`src/rtl/cpu_run_pkg.sv`:
```
// Shared types for the CPU run controller: FSM state encoding, end-of-run
// status codes and a small sizing helper.
package cpu_run_pkg;

  localparam int unsigned STATUS_W = 2;

  typedef enum logic [1:0] {
    S_HOLD  = 2'd0,
    S_RUN   = 2'd1,
    S_DRAIN = 2'd2,
    S_DONE  = 2'd3
  } run_state_e;

  typedef enum logic [STATUS_W-1:0] {
    ST_NONE    = 2'd0,
    ST_HALT    = 2'd1,
    ST_TIMEOUT = 2'd2,
    ST_HANG    = 2'd3
  } run_status_e;

  // Largest of three values; sizes the shared HOLD/RUN/DRAIN phase counter.
  function automatic int unsigned max3(input int unsigned a, input int unsigned b,
                                       input int unsigned c);
    return (((a > b) ? a : b) > c) ? ((a > b) ? a : b) : c;
  endfunction

endpackage

```
`src/rtl/sat_counter.sv`:
```
// Saturating up-counter with synchronous clear (clear wins over enable).
// Ports: clk, clr (sync clear), en (count enable), count (registered value).
module sat_counter #(
  parameter int unsigned WIDTH = 8
) (
  input  logic             clk,
  input  logic             clr,
  input  logic             en,
  output logic [WIDTH-1:0] count
);

  // Sticks at all-ones instead of wrapping.
  always_ff @(posedge clk) begin
    if (clr) begin
      count <= '0;
    end else if (en && (count != '1)) begin
      count <= count + WIDTH'(1);
    end
  end

endmodule

```
`src/rtl/cpu_run_controller.sv`:
```
// Run-control harness for the CPU bench: stretches the system reset into a
// CPU reset pulse, counts run cycles and retired instructions, and ends the
// run on halt request (after a drain window), cycle-budget timeout or a
// stuck-PC hang.
// Ports: clk, reset (sync, active high), pc/pc_valid (fetch PC and update
// strobe), retire, halt_req -> cpu_reset, running, done, status (end cause),
// cycle_count, instr_count. All outputs are registered.
module cpu_run_controller
  import cpu_run_pkg::*;
#(
  parameter int unsigned RESET_CYCLES = 4,
  parameter int unsigned DRAIN_CYCLES = 4,
  parameter int unsigned MAX_CYCLES   = 187,
  parameter int unsigned HANG_LIMIT   = 8,
  parameter int unsigned PC_WIDTH     = 32,
  parameter int unsigned CNT_WIDTH    = 32
) (
  input  logic                 clk,
  input  logic                 reset,
  input  logic [PC_WIDTH-1:0]  pc,
  input  logic                 pc_valid,
  input  logic                 retire,
  input  logic                 halt_req,
  output logic                 cpu_reset,
  output logic                 running,
  output logic                 done,
  output logic [STATUS_W-1:0]  status,
  output logic [CNT_WIDTH-1:0] cycle_count,
  output logic [CNT_WIDTH-1:0] instr_count
);

  // One phase counter serves HOLD, RUN (budget) and DRAIN, so the timeout
  // still fires when the visible cycle counter is narrow and saturated.
  localparam int unsigned PH_W   = $clog2(max3(RESET_CYCLES, DRAIN_CYCLES, MAX_CYCLES) + 1);
  localparam int unsigned HANG_W = $clog2(HANG_LIMIT + 1);

  run_state_e          state_q, state_nxt;
  run_status_e         status_q, status_nxt;
  logic [PH_W-1:0]     phase_cnt;
  logic [HANG_W-1:0]   hang_cnt;
  logic [PC_WIDTH-1:0] last_pc;
  logic                pc_seen;
  logic                phase_clr, phase_en;
  logic                cnt_en, track, pc_same;

  // Next-state and end-cause decode.
  always_comb begin
    state_nxt  = state_q;
    status_nxt = status_q;
    phase_clr  = 1'b0;
    phase_en   = 1'b0;
    unique case (state_q)
      S_HOLD: begin
        phase_en = 1'b1;
        if (phase_cnt == PH_W'(RESET_CYCLES - 1)) begin
          state_nxt = S_RUN;
          phase_clr = 1'b1;
        end
      end
      S_RUN: begin
        phase_en = 1'b1;
        if (halt_req) begin
          state_nxt  = S_DRAIN;
          status_nxt = ST_HALT;
          phase_clr  = 1'b1;
        end else if (phase_cnt == PH_W'(MAX_CYCLES - 1)) begin
          state_nxt  = S_DONE;
          status_nxt = ST_TIMEOUT;
        end else if (hang_cnt == HANG_W'(HANG_LIMIT - 1)) begin
          state_nxt  = S_DONE;
          status_nxt = ST_HANG;
        end
      end
      S_DRAIN: begin
        phase_en = 1'b1;
        if (phase_cnt == PH_W'(DRAIN_CYCLES - 1)) begin
          state_nxt = S_DONE;
        end
      end
      S_DONE: ;
      default: ;
    endcase
  end

  // State register and registered outputs; reset aborts from any state.
  always_ff @(posedge clk) begin
    if (reset) begin
      state_q   <= S_HOLD;
      status_q  <= ST_NONE;
      cpu_reset <= 1'b1;
      running   <= 1'b0;
      done      <= 1'b0;
    end else begin
      state_q   <= state_nxt;
      status_q  <= status_nxt;
      cpu_reset <= (state_nxt == S_HOLD);
      running   <= (state_nxt == S_RUN) || (state_nxt == S_DRAIN);
      done      <= (state_nxt == S_DONE);
    end
  end

  assign status = status_q;

  assign cnt_en  = (state_q == S_RUN) || (state_q == S_DRAIN);
  assign track   = (state_q == S_RUN) && pc_valid;
  assign pc_same = pc_seen && (pc == last_pc);

  // Last valid PC; the first valid sample of a run only loads it.
  always_ff @(posedge clk) begin
    if (reset) begin
      last_pc <= '0;
      pc_seen <= 1'b0;
    end else if (track) begin
      last_pc <= pc;
      pc_seen <= 1'b1;
    end
  end

  sat_counter #(.WIDTH(PH_W)) u_phase (
    .clk   (clk),
    .clr   (reset || phase_clr),
    .en    (phase_en),
    .count (phase_cnt)
  );

  sat_counter #(.WIDTH(CNT_WIDTH)) u_cycles (
    .clk   (clk),
    .clr   (reset),
    .en    (cnt_en),
    .count (cycle_count)
  );

  sat_counter #(.WIDTH(CNT_WIDTH)) u_instrs (
    .clk   (clk),
    .clr   (reset),
    .en    (cnt_en && retire),
    .count (instr_count)
  );

  // Consecutive repeats of the same valid PC; stalls (pc_valid low) hold it.
  sat_counter #(.WIDTH(HANG_W)) u_hang (
    .clk   (clk),
    .clr   (reset || (track && !pc_same)),
    .en    (track && pc_same),
    .count (hang_cnt)
  );

endmodule
```
`config.mk`:
```
export PLATFORM = sky130hd
export DESIGN_NAME = cpu_run_controller
export DESIGN_NICKNAME = d
export VERILOG_FILES = /design/src/rtl/cpu_run_pkg.sv /design/src/rtl/sat_counter.sv /design/src/rtl/cpu_run_controller.sv
export SDC_FILE = /design/constraint.sdc
export NUM_CORES = 1
export LEC_CHECK = 0
export ABC_AREA = 1
export CAP_MARGIN = 20
export CORE_MARGIN = 5
export CORE_UTILIZATION = 61
export DETAILED_ROUTE_END_ITERATION = 8
export DONT_BUFFER_PORTS = 1
export GPL_TIMING_DRIVEN = 0
export PLACE_DENSITY = 0.75
export SLEW_MARGIN = 20
export SYNTH_ARGS = -nofsm -noshare
export SYNTH_HDL_FRONTEND = slang
export SYNTH_SLANG_ARGS = --single-unit
```
`constraint.sdc`:
```
create_clock -name clk -period 1.99 [get_ports clk]
set_input_delay 0.398 -clock clk [delete_from_list [all_inputs] [get_ports clk]]
set_output_delay 0.398 -clock clk [all_outputs]
set_load 0.005 [all_outputs]
```
==> results of run 1 <==
==> per-stage QoR <==
step           worst slack, ps  std cells  instance area, sq um
4_1_cts                  -21.5       1177                  7380
5_1_grt                  -26.8       1181                  7490
3_5_place_dp             -99.5       1144                  6730
2_1_floorplan              267       1008                  6560
6_report                   110       1181                  7490
3_3_place_gp             -66.1       1144                  6730
==> kinds of logic (layout without fill, tap and decap cells) <==
logic type | after synthesis | after routing | synth area share
flip-flops | 116 | 116 | 0.354
XOR/XNOR | 47 | 47 | 0.0627
adder cells (fa/ha/maj) | 10 | 10 | 0.0191
AND/OR/NAND/NOR | 536 | 536 | 0.349
buffers and inverters | 147 | 184 | 0.0900
AO/OA/AOI/OAI | 152 | 152 | 0.125
==> layer usage <==
metal,wire [um],track usage
met5,0,0
met4,275,0.0889
met3,1730,0.0897
met2,7800,0.416
met1,7480,0.345
==> how the worst max path moves through the flow <==
stage,cells past startpoint,from,slack (ps),endpoint
3_3_place_gp,11,u_instrs.count[0],-70,u_instrs.count[18]
5_1_grt,11,u_cycles.count[0],-30,u_cycles.count[26]
3_5_place_dp,11,u_instrs.count[0],-100,u_instrs.count[26]
4_1_cts,9,state_q[0],-20,u_instrs.count[29]
6_report,11,u_cycles.count[0],110,u_cycles.count[10]
2_1_floorplan,11,u_instrs.count[0],270,u_instrs.count[18]
==> power by group through the flow <==
| stage | combinational [mW] | sequential (mW) | clock [mW] |
|---|---|---|---|
| floorplan | 1.05 | 2.61 | 0 |
| global placement | 1.37 | 2.64 | 0 |
| detailed placement | 1.39 | 2.65 | 0 |
| CTS | 1.40 | 2.60 | 3.31 |
| global route | 1.69 | 2.64 | 3.43 |
| finish | 1.52 | 2.62 | 3.28 |
==> synth_stat cells, drive strengths merged <==
library cell	instances	area share
o21a	2	0.0023
dfxtp	116	0.35
nor3	35	0.034
o21bai	1	0.0011
xnor2	18	0.024
clkbuf	16	0.0092
xor2	29	0.039
and3	1	0.00095
and2	1	0.00095
inv	120	0.069
nor3b	2	0.0023
nand2	311	0.19
a22oi	1	0.0011
nor4	1	0.00095
nand3b	2	0.0023
or2	1	0.00095
nand4	19	0.018
buf	10	0.012
o22ai	2	0.0019
a21oi	93	0.077
clkinv	1	0.00057
nor2	131	0.079
o21ai	53	0.042
ha	10	0.019
nand3	32	0.024
==> area by class of cell <==
type	count	share of cell area
multi-input cells	745	0.494
flip-flops and latches	116	0.312
inverters	121	0.0607
clock buffers	18	0.0572
clock inverters	14	0.0279
well taps	136	0.0227
plain buffers	26	0.0204
repair buffers	5	0.00501
==> timing repair <==
action,CTS,global route
pin swaps,1,4
gates resized for setup,4,30
setup buffers,1,4
setup endpoints to repair,47,73
cloned,0,0
==> registers in the layout, summed over array words and instances (netlist names) <==
| name | flops |
|---|---|
| last_pc | 32 |
| pc_seen | 1 |
| state_q | 2 |
| cpu_reset | 1 |
| u_instrs.count | 32 |
| running | 1 |
| u_phase.count | 8 |
| u_cycles.count | 32 |
| u_hang.count | 4 |
| status | 2 |
| done | 1 |
==> results_dict.tcl, run 1 <==
set metrics [dict create \
    critical_path_peak_fanout 10 \
    core_area_sq_mm 0.0104 \
    syn_nets 1055 \
    multi_input_area_sq_mm 0.00370 \
    dieWidth_um 114 \
    end_kind "flip-flop" \
    whs_endpoint "last_pc[14]" \
    cp_cell_sequence "ha_2 -> inv_1 -> nor3_2 -> nand2_2 -> nor2_4 -> nand2_2 -> nand2_4 -> inv_2 -> buf_4 -> nand2_1 -> a21oi_1" \
    place.gp.congestion 0.973 \
    antenna_left 0 \
    synthesis.area_sq_mm 0.00656 \
    cp_slowest_stage_delay_ps 380 \
    drtPass1Iterations 6 \
    seqPwrFrac 0.353 \
    power_frac_clock 0.443 \
    drv_slew 0 \
    reg2reg_from "u_cycles.count[0]" \
    dp_hpwl_mm 12.3 \
    post-route-util 0.719 \
    die-area_sq_mm 0.0129 \
    overflow 0 \
    synth_area_per_cell_sq_um 6.51 \
    grt_max_degree 17 \
    mostFrequentLayoutCells "nand2_1 (292), nor2_1 (125), inv_1 (112), dfxtp_1 (111), a21oi_1 (82)" \
    r2r-end "u_cycles.count[10]" \
    rrSetupSlack_ps 110 \
    initial_core_util 0.630 \
    port_buffers 0 \
    synth.ff_latch_count 116 \
    drive_above_1_share 0.106 \
    final.min_clock_period_ps 1880 \
    grt_pass1_wl_mm 27.7 \
    avgViaCountPerCell 5.38 \
    min_path_cells 2 \
    worst_slew_pin_slew_ps 779 \
    vdd_ir_drop_max_mv 0.635 \
    ys_seq_area_frac 0.354 \
    regArea_sq_mm 0.00234 \
    switchingPower_mw 2.22 \
    path_delay_family "simple AND/OR/NAND/NOR gates" \
    fillers 887 \
    hp-start "pc[14]" \
    drv_cap 0 \
    vias 6358 \
    ctsHtreeMaxLevel 4 \
    crit_buf_inv 3 \
    syn_inst 1008 \
    grt_usage 0.266 \
    cts-buffers-inserted 17 \
    clockBufferDepth 2 \
    cts_sinks 116 \
    holdWs_ps 35.3 \
    required_ps 2390 \
    area_growth_pct 14.1 \
    clkLatencyLatePin_ps 530 \
    num_rows 37 \
    root_buffer "clkbuf_8" \
    synth.distinct_cells 37 \
    outcome "completed" \
    finalPower_mw 7.41 \
    power_density_mw_per_mm2 990 \
    grt_pass1_vias 5697 \
    drt-initial-drc-count 640 \
    num-nets-final 1079 \
    switching_share 0.300 \
    fin_setup_tns_ps 0 \
    ys_warn_count 0 \
    slowest_stage "dfxtp_4" \
    die_h_um 114 \
    hold_viol_final 0 \
    layout_commonest_cell "nand2_1" \
    clk_pin_slew_ps 60 \
    drc 0 \
    relSlewSlack 0.481 \
    hold_path_class "input port to flip-flop" \
    critPathLaunchType "flip-flop" \
    wirelength_mm 17.3 \
    crit_top_cell "nand2_2" \
    antennaDiodeCount 0 \
    setup_viol 0 \
    ios 106 \
    postCtsHoldBufs 0 \
    leakagePower_nw 2.84 \
    wl_per_cell_um 14.6 \
    skew_ps 4.66 \
    share_comb_of_total_power 0.205 \
    reg2regPathDepth 11 \
    p_int_mw 5.19 \
    cts_tree "done" \
    finalCritPeriodShare 0.945 \
    fmax_mhz 532 \
    antenna_found_initial 0 \
    worstPathArrival_ps 2280 \
    critPathKind "flip-flop to flip-flop" \
]
(Power assumes the default switching activity.)
==> run 2, diff against run 1 <==
--- a/config.mk
+++ b/config.mk
@@ -13,7 +13,6 @@
 export DONT_BUFFER_PORTS = 1
 export GPL_TIMING_DRIVEN = 0
 export PLACE_DENSITY = 0.75
-export SLEW_MARGIN = 20
 export SYNTH_ARGS = -nofsm -noshare
 export SYNTH_HDL_FRONTEND = slang
 export SYNTH_SLANG_ARGS = --single-unit
==> results of run 2 <==
No change in the layout: final DEF, timing and power equal those of run 1.
==> run 3, diff against run 2 <==
--- a/config.mk
+++ b/config.mk
@@ -8,11 +8,10 @@
 export ABC_AREA = 1
 export CAP_MARGIN = 20
 export CORE_MARGIN = 5
-export CORE_UTILIZATION = 61
+export CORE_UTILIZATION = 54
 export DETAILED_ROUTE_END_ITERATION = 8
-export DONT_BUFFER_PORTS = 1
 export GPL_TIMING_DRIVEN = 0
-export PLACE_DENSITY = 0.75
+export PLACE_DENSITY = 0.78
 export SYNTH_ARGS = -nofsm -noshare
 export SYNTH_HDL_FRONTEND = slang
 export SYNTH_SLANG_ARGS = --single-unit
==> run 3 against run 2 <==
Against the previous run:
- worst hold slack improved by 420 ps
- sequential cell count stayed put
- power increased by 0.84%
- cell area rose by 14%
- via count grew 8.5%
- worst setup slack got worse by 110 ps
- clock skew is 1.2 ps higher
- routed wire length rose by 6.8%
- sequential power about the same
- fmax fell by 5.5%
- critical path type is now input port to flip-flop
- critical endpoint is now u_cycles.count[29]
==> results_dict.tcl, run 3 (synthesis results as in run 1) <==
set metrics [dict create \
    required_ps 2260 \
    rrSetupSlack_ps 70 \
    reg.largest.list "last_pc (32), u_cycles.count (32), u_instrs.count (32)" \
    skew_ps 5.83 \
    rsz0062_at_grt "yes" \
    grt_max_degree 17 \
    grt_pass1_vias 6415 \
    power_density_mw_per_mm2 877 \
    wirelength_mm 18.5 \
    dieWidth_um 120 \
    drc 0 \
    r2r-end "u_instrs.count[8]" \
    whs_endpoint "status[0]" \
    grt_usage 0.254 \
    wl_per_cell_um 14.2 \
    antennaDiodeCount 0 \
    antenna_found_initial 0 \
    die_h_um 120 \
    initial_core_util 0.549 \
    drt-initial-drc-count 507 \
    critPathKind "input port to flip-flop" \
    postLayoutCellArea_sq_mm 0.00852 \
    worst_slew_pin_slew_ps 814 \
    setup_viol 0 \
    fmax_mhz 503 \
    drive_above_1_share 0.0915 \
    die-area_sq_mm 0.0145 \
    holdWs_ps 452 \
    power_frac_clock 0.422 \
    relSlewSlack 0.457 \
    setup_ws_ps 1.40 \
    finalCritPeriodShare 0.999 \
    end_kind "flip-flop" \
    mostFrequentLayoutCells "nand2_1 (292), nor2_1 (125), inv_1 (112), dfxtp_1 (112), clkdlybuf4s50_1 (105)" \
    final.min_clock_period_ps 1990 \
    area_growth_pct 29.9 \
    clkLatencyLatePin_ps 420 \
    reg2regPathDepth 11 \
    min_path_cells 2 \
    critPathLaunchType "input port" \
    drv_cap 0 \
    ctsHtreeMaxLevel 4 \
    postCtsHoldBufs 0 \
    vias 6901 \
    clockBufferDepth 2 \
    stdcell_count 1295 \
    layout_commonest_cell "nand2_1" \
    drv_slew 0 \
    p_int_mw 5.24 \
    switchingPower_mw 2.23 \
    place.gp.congestion 0.970 \
    post-place-ws_ps -348 \
    core_area_sq_mm 0.0120 \
    leakagePower_nw 3.23 \
    cts_sinks 116 \
    antenna_left 0 \
    outcome "completed" \
    hold_path_class "flip-flop to flip-flop" \
    critical_path_peak_fanout 10 \
    hp-start "status[0]" \
    grt_pass1_wl_mm 30.1 \
    num_rows 40 \
    avgViaCountPerCell 5.33 \
    cts_tree "done" \
    reg2reg_from "u_instrs.count[0]" \
    overflow 0 \
    port_buffers 105 \
    share_comb_of_total_power 0.230 \
    cts-buffers-inserted 17 \
    switching_share 0.299 \
    drtPass1Iterations 8 \
    num-nets-final 1182 \
    seqPwrFrac 0.348 \
    root_buffer "clkbuf_16" \
    dp_hpwl_mm 13.2 \
    ios 106 \
    clk_pin_slew_ps 50 \
    dpl-instance-area_sq_mm 0.00780 \
    vdd_ir_drop_max_mv 0.578 \
    dp_cells 1260 \
    hold_viol_final 0 \
    worstPathArrival_ps 2260 \
]
[run 3: critical path: stages]
cell and delay [ps]:
clkdlybuf4s50_1 580, clkbuf_1 650, clkbuf_1 530, a21oi_1 90
[run 3: worst max-delay path by stage]
stage,from,endpoint,slack [ps]
floorplan,u_instrs.count[0],u_instrs.count[18],270
detailed placement,pc[20],u_hang.count[1],-350
finish,reset,u_cycles.count[29],1
global route,u_cycles.count[1],u_cycles.count[9],-40
global placement,reset,u_instrs.count[10],-330
CTS,u_instrs.count[0],u_instrs.count[20],10
[run 3: repair_timing]
item,CTS,global route
buffers inserted,0,3
endpoints found under the setup margin,43,75
pin swaps,0,5
resized for setup,7,25
[run 3: power groups by stage]
stage / combinational [mW] / clock (mW) / sequential [mW]
6_report: 1.72 / 3.15 / 2.60
5_1_grt: 1.89 / 3.33 / 2.62
4_1_cts: 1.59 / 3.19 / 2.59
3_5_place_dp: 1.56 / 0 / 2.63
3_3_place_gp: 1.55 / 0 / 2.63
2_1_floorplan: 1.05 / 0 / 2.61
[run 3: per-stage QoR]
step	utilization	power [mW]	TNS, ps
floorplan	-	3.67	0
global placement	0.652	4.18	-9300
detailed placement	0.652	4.20	-10470
CTS	0.705	7.38	0
global route	0.713	7.84	-265
finish	0.713	7.48	0
[run 3: per-layer routing]
metal,vias to the layer above,share of wire,global-route usage
li1,3461,-,-
met1,3133,0.45,0.341
met2,278,0.47,0.405
met3,29,0.067,0.0533
met4,0,0.016,0.0942
met5,-,0,0
[run 3: cell type report]
type / instances / area, sq um
Tap cell: 147 / 184
Inverter: 121 / 454
Fill cell: 1056 / 3440
Multi-Input combinational cell: 745 / 3710
Clock inverter: 9 / 125
Clock buffer: 23 / 488
Sequential cell: 116 / 2330
Timing Repair Buffer: 108 / 1070
Buffer: 26 / 159
